`src/rtl/if_stage.sv`:
```
`timescale 1ns/1ps
// Instruction fetch: issues word fetches, queues returned words in a 2-entry IF/ID buffer.
// Latency 2 cycles from request accept to id_valid; stops issuing when buffer+in-flight reach 2, never stalls responses.
module if_stage #(
  parameter logic [31:0] RESET_VECTOR = 32'h0000_0000
) (
  input  logic        clk,
  input  logic        rst_n,
  output logic        imem_req_valid,
  input  logic        imem_req_ready,
  output logic [31:0] imem_req_addr,
  input  logic        imem_rsp_valid,
  input  logic [31:0] imem_rsp_data,
  input  logic        redirect_valid,
  input  logic [31:0] redirect_target,
  output logic        id_valid,
  input  logic        id_ready,
  output logic [31:0] id_ir,
  output logic [31:0] id_ia_plus_4
);

  logic [31:0] pc;
  logic [1:0]  occ;
  logic [1:0]  outst;
  logic [1:0]  drop;
  logic        fifo_rd, fifo_wr;
  logic        pend_rd, pend_wr;
  logic [31:0] fifo_ir   [2];
  logic [31:0] fifo_iap4 [2];
  logic [31:0] pend_iap4 [2];

  logic        pop, push, accept, rsp_drop;
  logic [2:0]  in_flight;
  logic        unused_bits;

  assign unused_bits = ^redirect_target[1:0];

  assign id_valid     = (occ != 2'd0) && !redirect_valid;
  assign id_ir        = fifo_ir[fifo_rd];
  assign id_ia_plus_4 = fifo_iap4[fifo_rd];
  assign pop          = id_valid && id_ready;

  // Buffer slots plus in-flight fetches may never exceed the two buffer entries.
  assign in_flight      = {1'b0, occ} + {1'b0, outst} - {2'b00, pop};
  assign imem_req_valid = rst_n && !redirect_valid && (in_flight < 3'd2);
  assign imem_req_addr  = {pc[31:2], 2'b00};
  assign accept         = imem_req_valid && imem_req_ready;

  // A response landing in a redirect cycle belongs to the old stream.
  assign rsp_drop = imem_rsp_valid && ((drop != 2'd0) || redirect_valid);
  assign push     = imem_rsp_valid && !rsp_drop;

  always_ff @(posedge clk or negedge rst_n) begin
    if (!rst_n) begin
      pc      <= {RESET_VECTOR[31:2], 2'b00};
      occ     <= 2'd0;
      outst   <= 2'd0;
      drop    <= 2'd0;
      fifo_rd <= 1'b0;
      fifo_wr <= 1'b0;
      pend_rd <= 1'b0;
      pend_wr <= 1'b0;
    end else begin
      outst <= outst + {1'b0, accept} - {1'b0, imem_rsp_valid};
      if (accept) begin
        pc      <= pc + 32'd4;
        pend_wr <= ~pend_wr;
      end
      if (imem_rsp_valid)
        pend_rd <= ~pend_rd;
      if (redirect_valid) begin
        pc      <= {redirect_target[31:2], 2'b00};
        drop    <= outst - {1'b0, imem_rsp_valid};
        occ     <= 2'd0;
        fifo_rd <= 1'b0;
        fifo_wr <= 1'b0;
      end else begin
        if (imem_rsp_valid && drop != 2'd0)
          drop <= drop - 2'd1;
        occ <= occ + {1'b0, push} - {1'b0, pop};
        if (push)
          fifo_wr <= ~fifo_wr;
        if (pop)
          fifo_rd <= ~fifo_rd;
      end
    end
  end

  always_ff @(posedge clk) begin
    if (accept)
      pend_iap4[pend_wr] <= imem_req_addr + 32'd4;
    if (push) begin
      fifo_ir[fifo_wr]   <= imem_rsp_data;
      fifo_iap4[fifo_wr] <= pend_iap4[pend_rd];
    end
  end

endmodule

```
`config.mk`:
```
export PLATFORM = sky130hd
export DESIGN_NAME = if_stage
export DESIGN_NICKNAME = d
export VERILOG_FILES = /design/src/rtl/if_stage.sv
export SDC_FILE = /design/constraint.sdc
export NUM_CORES = 1
export LEC_CHECK = 0
export ABC_AREA = 1
export BUFFER_PORTS_ARGS = -buffer_cell sky130_fd_sc_hd__buf_2
export CAP_MARGIN = 30
export CELL_PAD_IN_SITES_DETAIL_PLACEMENT = 0
export CELL_PAD_IN_SITES_GLOBAL_PLACEMENT = 1
export CORE_UTILIZATION = 24
export CTS_CLUSTER_SIZE = 30
export DETAILED_ROUTE_END_ITERATION = 10
export PLACE_DENSITY = 0.47
export SLEW_MARGIN = 20
export SYNTH_ARGS = -nofsm -noshare
export SYNTH_HDL_FRONTEND = slang
export SYNTH_SLANG_ARGS = --single-unit
```
`constraint.sdc`:
```
create_clock -name clk -period 3.93 [get_ports clk]
set_input_delay 0.393 -clock clk [delete_from_list [all_inputs] [get_ports clk]]
set_output_delay 0.393 -clock clk [all_outputs]
set_load 0.01 [all_outputs]
```
==> results.md <==
* Ys flop type: edfxtp_1
* Cts bufs inserted at 27
* Final core area utilization at 30.3%
* Simple-gate share of the synthesized area at 13.4%
* GPL Wtd Cong at 0.729
* Layout cells sized above 1 at 36.1%
* Vias/cell at 4.05
* Main combinational cell family by area after synthesis: simple AND/OR/NAND/NOR gates
* Mux cell area share after synthesis at 10.7%
* Final setup margin at 0.572 ns
* Final wirelength at 24600 um
* Synth area leader: edfxtp_1
* Core area at 0.0397 sq mm
* Maximum clock rate at 298 MHz
* Synth top area cells: edfxtp_1 57%, mux2_2 11%, dfrtp_1 10%, nand2_1 7.3%, inv_1 2.1%
* CTS tree: yes
* Initial Utilization at 24.3%
* RSZ-0062 raised after global routing: false
* Crit Path Max Fanout at 17
* Number of global-route vias before repair at 6159
* Async S/R FF share, synth at 17.9%
* I/O Pins at 168
* Num rows at 73
* First-pass GRT wire length at 37200 um
* Hold_ws at 0.00599 ns
* ANT nets after route at 0
* PortBufs at 161
* DIE WIDTH at 203 um
* Worst EP arrival at 3.83 ns
* Largest net degree at the start of global routing at 63
* Post-cts repair resize count at 0
* DRC viols at 0
* Synth Cell Area at 0.00965 sq mm
* CP Launch Type: flip-flop
* Clk sinks at 224
* Hold_buf cts at 0
* Multi-input gate area at 0.00282 sq mm
* CTS H-tree lvls at 1
* Crit. Startpoint: occ[1]
* Initial antenna violation count at 0
* Delay-heaviest family, CP: simple AND/OR/NAND/NOR gates
* Final worst-path cycle share at 85.5%
* Max-slew headroom at 42.8%
* Reg clk slew, reported paths at 0.06 ns
* Worst vdd ir at 0.237 mV
* Crit-path max cell delay at 0.49 ns
* Later-pin clock latency in the skew report at 0.54 ns
* Area grow syn2layout at 24.6%
* Count leader, synth: nand2_1
* Die footprint at 0.0410 sq mm
* P_leak at 4.78 nW
* CP cell instances: inv_1, a21oi_1, nand2_1, inv_1, ha_1, or2_2, fa_1, nand2_1, nor2_1, nand3_1, buf_4, inv_1, buf_4, nand2_1, nand2_1
* Number of flops mapped to enable cells by yosys at 184
* Pre-CTS WS at 0.457 ns
* Status: complete, no violations
* Worst-Margin Slew at 0.857 ns
* Final hold vios at 0
* CP required at 4.40 ns
* Critical path buffers and inverters at 5
* Synth Area in XOR/XNOR at 2.55%
* Die Span Y at 203 um
* Synthesized flop and latch total at 224
* Hpwl dp at 16500 um
* FF+latch area at 0.00653 sq mm
* Compound-cell area share of the yosys netlist at 0.843%
* Routed WL per cell at 16.9 um
* FF-to-FF Start: occ[1]
* Share of the synthesized area in the top cell type at 57.2%
* Crit path kind: flip-flop to flip-flop
* Avg Synthesized Cell Area at 13.2 sq um
* Synthesized-area fraction occupied by adder cells at 1.37%
* CP max-delay cell: fa_1
* Sequential share of the synthesized area at 67.6%
* CP Capture Type: flip-flop
* Post-layout min period at 3.36 ns
* Synthesized netlist cell count at 731
* Final slew viol count at 0
* Setup Skew at 0.0102 ns
* Worst R2R Setup Slack at 0.57 ns
* 1st-iter DRT viols at 199
* Most used cell along the critical path: nand2_1
* Antenna Cells at 0
* Hold Path Class: input pin to async pin
* DR vias at 5901
* Layout Nets at 992
* Synth unique cells at 31
* GR Util All Layers at 12.0%
* GR Overflow Total at 0
* Synth cell count leaders: 188 x nand2_1, 184 x edfxtp_1, 92 x mux2_2
* Max clock buf depth at 3
* Post-CTS Setup Inserts at 0
* Max Cap Violations at 0
* Setup violations, final at 0
* First-pass DRT Iterations at 4
* Yosys warnings at 0
* Fillers at 4100
* Clk root buf: clkbuf_16
* Cell Pwr Density at 567 mW/mm^2
-- area by class of cell --
type                            count  area share [%]
Clock inverter                     12           0.916
Multi-Input combinational cell    431            23.5
Clock buffer                       37            6.26
Tap cell                          525            5.46
Timing Repair Buffer              174            7.89
Inverter                           54            1.69
Sequential cell                   224            54.3
-- placed cells by master (no fill, tap or decap), drive strengths merged, types with 4 or more instances in the layout --
cell | netlist | routed
nand3 | 37 | 37
nand3b | 7 | 7
conb | 1 | 4
xor2 | 15 | 15
ha | 9 | 9
edfxtp | 184 | 184
inv | 53 | 54
dfrtp | 40 | 40
clkbuf | 2 | 37
o21ai | 6 | 6
nor2 | 45 | 45
mux2 | 92 | 92
buf | 23 | 174
xnor2 | 8 | 8
clkinv | 1 | 9
nand2 | 195 | 195
-- flip-flops by register name (all words and copies together) (netlist names) --
name       flops
fifo_ir       64
fifo_iap4     60
pend_iap4     60
pc            30
drop           2
occ            2
outst          2
fifo_rd        1
fifo_wr        1
pend_rd        1
pend_wr        1
-- power breakdown --
part | switching (W) | total (W) | internal (W)
Clock | 0.000956 | 0.00242 | 0.00146
Combinational | 0.000692 | 0.00126 | 0.000569
Sequential | 0.000247 | 0.00313 | 0.00289
-- worst register-to-register path, cell delays in order (launching register included) --
cell and delay, ns:
dfrtp_1 0.35, inv_1 0.07, a21oi_1 0.17, nand2_1 0.12
inv_1 0.10, ha_1 0.22, or2_2 0.30, fa_1 0.49
nand2_1 0.05, nor2_1 0.12, nand3_1 0.43, buf_4 0.39
inv_1 0.09, buf_4 0.25, nand2_1 0.09, nand2_1 0.06
-- stage by stage --
stage               area (sq um)  cells  TNS, ns  power [W]
floorplan                   9670    734   -18.28    0.00394
global route               12000   1457        0    0.00719
global placement           11100   1407        0    0.00447
CTS                        12000   1457        0    0.00696
detailed placement         11200   1408        0    0.00449
finish                     12000   1457        0    0.00681
-- cells by family after synthesis --
family,count (synthesis)
compound gates,14
xor+xnor,23
fa+ha+maj,10
buf+inv,79
flops,224
mux,92
other cells,1
simple gates,288
-- layer usage --
metal	up-vias	global-route usage, %	part of all wire, %
met4	0	3.95	2.4
met3	40	2.34	5.6
met5	-	0	0
li1	2858	-	-
met2	136	20.5	48
met1	2867	15.2	44
-- path summary, 6_finish.rpt --
check,endpoint,depth (start not counted)
max,pc[18],15
min,pc[25],2
max reg2reg,pc[18],15
min reg2reg,outst[0],1
max in group asynchronous,fifo_rd,2
min in group clk,fifo_ir[0][5],1
(Power assumes the default switching activity.)
